==> config.mk <==
export PLATFORM = sky130hd
export DESIGN_NAME = prbs8_period_meter
export DESIGN_NICKNAME = d
export VERILOG_FILES = /design/src/rtl/prbs8_period_meter.sv
export SDC_FILE = /design/constraint.sdc
export NUM_CORES = 1
export LEC_CHECK = 0
export CAP_MARGIN = 40
export CORE_ASPECT_RATIO = 0.5
export CORE_MARGIN = 2
export CORE_UTILIZATION = 35
export DETAILED_ROUTE_END_ITERATION = 12
export PLACE_DENSITY_LB_ADDON = 0.12
export SLEW_MARGIN = 20
export SYNTH_ARGS = -nofsm -noshare
export SYNTH_HDL_FRONTEND = slang
export SYNTH_SLANG_ARGS = --single-unit
==> constraint.sdc <==
create_clock -name clk -period 5.7 [get_ports clk]
set_input_delay 1.71 -clock clk [delete_from_list [all_inputs] [get_ports clk]]
set_output_delay 1.71 -clock clk [all_outputs]
set_load 0.02 [all_outputs]
==> src/rtl/prbs8_period_meter.sv <==
// prbs8_period_meter: counts bits between recurrences of the window captured at lock entry
module prbs8_period_meter (
  input  logic       clk,
  input  logic       rst,
  input  logic       start,
  input  logic       en,
  input  logic [7:0] ref_w,
  input  logic [7:0] w_next,
  output logic [8:0] period,
  output logic       period_vld
);
  logic [7:0] ref_q;
  logic [8:0] cnt;
  logic hit;
  // a saturated counter cannot represent the length, so it never reports
  assign hit = w_next == ref_q && ~&cnt;
  always_ff @(posedge clk or negedge rst)
    if (!rst) begin
      ref_q <= '0;
      cnt <= '0;
      period <= '0;
      period_vld <= 1'b0;
    end else if (start) begin
      ref_q <= ref_w;
      cnt <= '0;
      period_vld <= 1'b0;
    end else if (en) begin
      cnt <= hit ? '0 : cnt + {8'd0, ~&cnt};
      if (hit) begin
        period <= cnt + 1'b1;
        period_vld <= 1'b1;
      end
    end
endmodule

Word level (Yosys, flattened, before mapping)
Cells that the tools add are included.
{ "classes": {"n_addsub": 2, "reduce_logical": 7, "n_bitwise": 1, "n_eq_ne": 1, "mux": 6} }
{ "ops": {"columns": ["op", "count"], "rows": [
  ["$mux 9", 3],
  ["$add 9x1->9", 1],
  ["$add 9x1->9 const B", 1],
  ["$reduce_and 9->1", 1],
  ["$eq 8x8->1", 1],
  ["$reduce_bool 2->1", 2],
  ["$mux 1", 3],
  ["$reduce_and 3->1", 1],
  ["$reduce_and 2->1", 1],
  ["$logic_and 1x1->1", 1],
  ["$logic_not 1->1", 1],
  ["$not 1->1", 1]
]} }
{ "totals": {"out_inout_bits": 10, "reg_bits": 27, "in_bits": 20} }

Logic depth before layout (Yosys ltp)
{ "logic_depth": {"ltp_word": 6, "mapped_depth": 11, "depth_no_buf": 11} }

Worst setup path after synthesis
No wires, ideal clock.
{ "synth_timing": {"path_type": "input to register", "from": "input port w_next[2]", "to": "register period[1]", "arrival_ns": 3.059, "stages": 4, "t_required_ns": 5.575, "n_path_buf": 0, "path_slack_ns": 2.516, "path_cell_list": "xnor2_1 > nand4_4 > nor4_4 > mux2_2"} }
{ "synth_via": {"elab_chain_cells": 3} }
{ "synth_lines": {"columns": ["element", "line", "text"], "rows": [
  ["start, declared", "8", "input logic [7:0] w_next,"],
  ["$eq 8x8->1", "16", "assign hit = w_next == ref_q && ~&cnt;"],
  ["$logic_and 1x1->1", "16", null],
  ["$reduce_and 3->1 (no line)", null, null],
  ["end signal, assigned", "30", "period <= cnt + 1'b1;"],
  ["end, declared", "9", "output logic [8:0] period,"]
]} }
No other way between the ends.
A chain may end at the register's enable or synchronous reset.

Worst setup path in the final report
{ "layout_timing": {"from": "input port start", "to": "register period[4]"} }
{ "layout_via": {"elab_chain_cells": 2} }
{ "layout_lines": {"columns": ["element", "line", "text"], "rows": [
  ["start, declared", "5", "input logic start,"],
  ["$not 1->1 (no line)", null, null],
  ["$reduce_and 3->1 (no line)", null, null]
]} }
No other way between the ends.

==> results.cfg <==
[sta]
finalCriticalPeriod_ns = 3.66
fmax_ghz = 0.273
rsz0062_at_grt = no
maxSlewHeadroom_pct = 49.4
period_share_pct = 64.3
hold_violations = 0
tns_ns = 0
tightest_slew_ns = 0.756
slew_viol_final = 0
setup_viol = 0
finClkSkew_ns = 0.00265

[drt]
vias_per_cell = 5.00
wire_per_inst_um = 13.5
drt-initial-drc-count = 37
routed_wl_mm = 2.95
drtPass1Iterations = 4
drc = 0
route.vias.total = 1090
ant_nets = 0

[critical_path]
rrSetupSlack_ns = 3.13
crit_required_ns = 5.87
cp_cell_sequence = clkdlybuf4s50_1, inv_1, nand2_1, nor4_4, mux2_2
worstPathMaxFanout = 18
crit_path_max_incr_delay_ns = 0.80
worstSetupPathType = primary input to register
arrival_ns = 3.83
rr_endpoint = period[4]
startpoint_type = primary input
timing.rr.start = cnt[0]
endpoint_kind = register
r2r_cells = 8
slowest_stage = clkdlybuf4s50_1

[yosys]
synth_fp_nets = 161
synth_mux_area_share_pct = 13.6
ys_types = 33
synth.most_common_cell = dfrtp_1
yosys.area_share.adder_pct = 3.40
synth_common_cells = dfrtp_1 (27), mux2_2 (16), nand2_1 (14)
yosysTopAreaCell = dfrtp_1
synth_xor_area_share_pct = 8.34
synth_top_area_share_pct = 46.0
syn_avg_cell_area_um2 = 10.7
ys_top_cells_by_area = dfrtp_1 (46%), mux2_2 (12%), xnor2_1 (6.6%)
synth-compound-area-share_pct = 9.79
synth_ff_type = dfrtp_1
syn_area_um2 = 1470
synth_top_family_by_area = simple AND/OR/NAND/NOR gates
synthSimpleGateAreaFrac_pct = 15.8
synth_seq_cells = 27
synth-edff-count = 0
async_flop_share_pct = 100
yosysSeqAreaShare_pct = 46.0
yosysWarnings = 0
synth_cells = 137

[placement]
gp_congestion = 0.816
dp_hpwl_mm = 2.13
dp_cells = 214
portBuffers = 29

[clock_network]
clock_latency_ns = 0.28
post_cts_buffers = 0
cts_hold_buf = 0
cts_max_path_buffers = 2
cts_made_buffers = 3
cts_tree = yes
cts_root_buf = clkbuf_8
htreeDepth = 1
clk_pin_slew_worst_paths_ns = 0.09
cts_sinks = 27
cts_resized = 0

[floorplanning]
die_w_um = 95.7
start_util_pct = 37.1
die_area_um2 = 4770
dieHeight_um = 49.8
num_rows = 16
boundaryPins = 30
core_um2 = 3960

[global_routing]
grt_pass1_vias = 1053
overflow = 0
grt_pass1_wl_mm = 5.04
grt_usage_pct = 14.0
grt_antenna_before_repair = 0
grt_max_degree = 28

[power_and_ir_drop]
intPower_uw = 277
power_leakage_nw = 0.746
ir_worst_vdd_uv = 127
pwr_density_cell_nw_per_um2 = 200
switching_power_uw = 94.4
p_sw_share_pct = 25.4
p_comb_share_pct = 15.0
pwr-share-clk_pct = 29.8
seqPwrFrac_pct = 55.2

[run]
maxCapViolCount = 0

[worst_hold_path]
min_path_type = register to register
min_to = period_vld
hold_start = period_vld
whs_path_depth = 1

[run_status]
status = finished clean

[finish]
n_antenna_cell = 0
layout.nets = 189
drive_gt1_share_pct = 14.0
fill_cells = 396
area_growth_pct = 26.1
final_cells = 218
critical path: cells and delay by family:
family / cells / cell delay (ns)
buf+inv: 2 / 1.08
mux: 1 / 0.41
simple gates: 2 / 0.63
layout make-up:
type	instances	area, um^2	share of cell area [%]
Inverter	5	18.8	1.01
Sequential cell	27	676	36.4
Clock buffer	4	45.0	2.43
Timing Repair Buffer	30	298	16.1
Multi-Input combinational cell	98	749	40.4
Tap cell	54	67.6	3.64
kinds of logic after synthesis:
family	count (synthesis)
AND/OR/NAND/NOR	42
AO/OA/AOI/OAI	20
flip-flops	27
multiplexers	18
XOR/XNOR	14
adder cells (fa/ha/maj)	4
buffers and inverters	12
cell usage in the layout, fill, tap and decap left out:
| cell | count |
|---|---|
| dfrtp_1 | 27 |
| o31a_1 | 1 |
| and3_1 | 1 |
| nand3_1 | 6 |
| nor3_1 | 4 |
| and2_1 | 1 |
| inv_1 | 4 |
| o31ai_1 | 3 |
| ha_1 | 4 |
| nor2_1 | 6 |
| nand2b_1 | 1 |
| clkbuf_8 | 3 |
| clkinv_1 | 1 |
| xor2_1 | 3 |
| clkbuf_1 | 1 |
| nor4_1 | 5 |
| nor4b_1 | 1 |
| a31oi_1 | 1 |
| o211ai_1 | 1 |
| xnor2_1 | 11 |
| nand4_4 | 1 |
| buf_4 | 1 |
| a21oi_1 | 5 |
| mux2i_1 | 2 |
| o221ai_1 | 1 |
| o311ai_0 | 2 |
| clkdlybuf4s50_1 | 29 |
| nand2_1 | 14 |
| o21bai_1 | 1 |
| o32ai_1 | 2 |
| o21ai_0 | 1 |
| nand4_1 | 1 |
| nor4_4 | 1 |
| mux2_2 | 16 |
| a21o_2 | 1 |
| a211o_1 | 1 |
layer usage:
metal  part of all wire (%)  vias up  global-route usage, %
li1                       -      549                      -
met1                     50      506                   19.0
met2                     43       31                   21.7
met3                    6.0        4                   3.98
met4                   0.91        0                   4.29
met5                      0        -                      0
worst max path at each step:
stage               cells after the start  slack [ns]        end      start
detailed placement                      5        1.74  period[4]      start
global route                            5        1.87  period[8]      start
floorplan                               4        2.52  period[1]  w_next[2]
finish                                  5        2.04  period[4]      start
global placement                        5        1.77  period[4]      start
CTS                                     5        2.03  period[4]      start
power groups by stage:
| stage | combinational [mW] | clock (mW) | sequential [mW] |
|---|---|---|---|
| after floorplan | 0.0315 | 0 | 0.208 |
| after global placement | 0.0564 | 0 | 0.209 |
| after detailed placement | 0.0564 | 0 | 0.209 |
| after CTS | 0.0567 | 0.117 | 0.205 |
| after global routing | 0.0618 | 0.126 | 0.206 |
| final | 0.0556 | 0.111 | 0.205 |
metrics by stage:
step / worst slack (ns) / instance area (um^2) / hold WS, ns / power (mW) / utilization, %
3_5_place_dp: 1.74 / 1810 / 0.488 / 0.266 / 45.6
4_1_cts: 2.03 / 1850 / 0.511 / 0.379 / 46.8
5_1_grt: 1.87 / 1850 / 0.523 / 0.395 / 46.8
6_report: 2.04 / 1850 / 0.499 / 0.372 / 46.8
2_1_floorplan: 2.52 / 1470 / 0.502 / 0.239 / -
3_3_place_gp: 1.77 / 1810 / 0.482 / 0.265 / 45.6
registers in the layout, summed over array words and instances, names as in the netlist:
signal      flops
cnt             9
period          9
period_vld      1
ref_q           8
(Power assumes the default switching activity.)
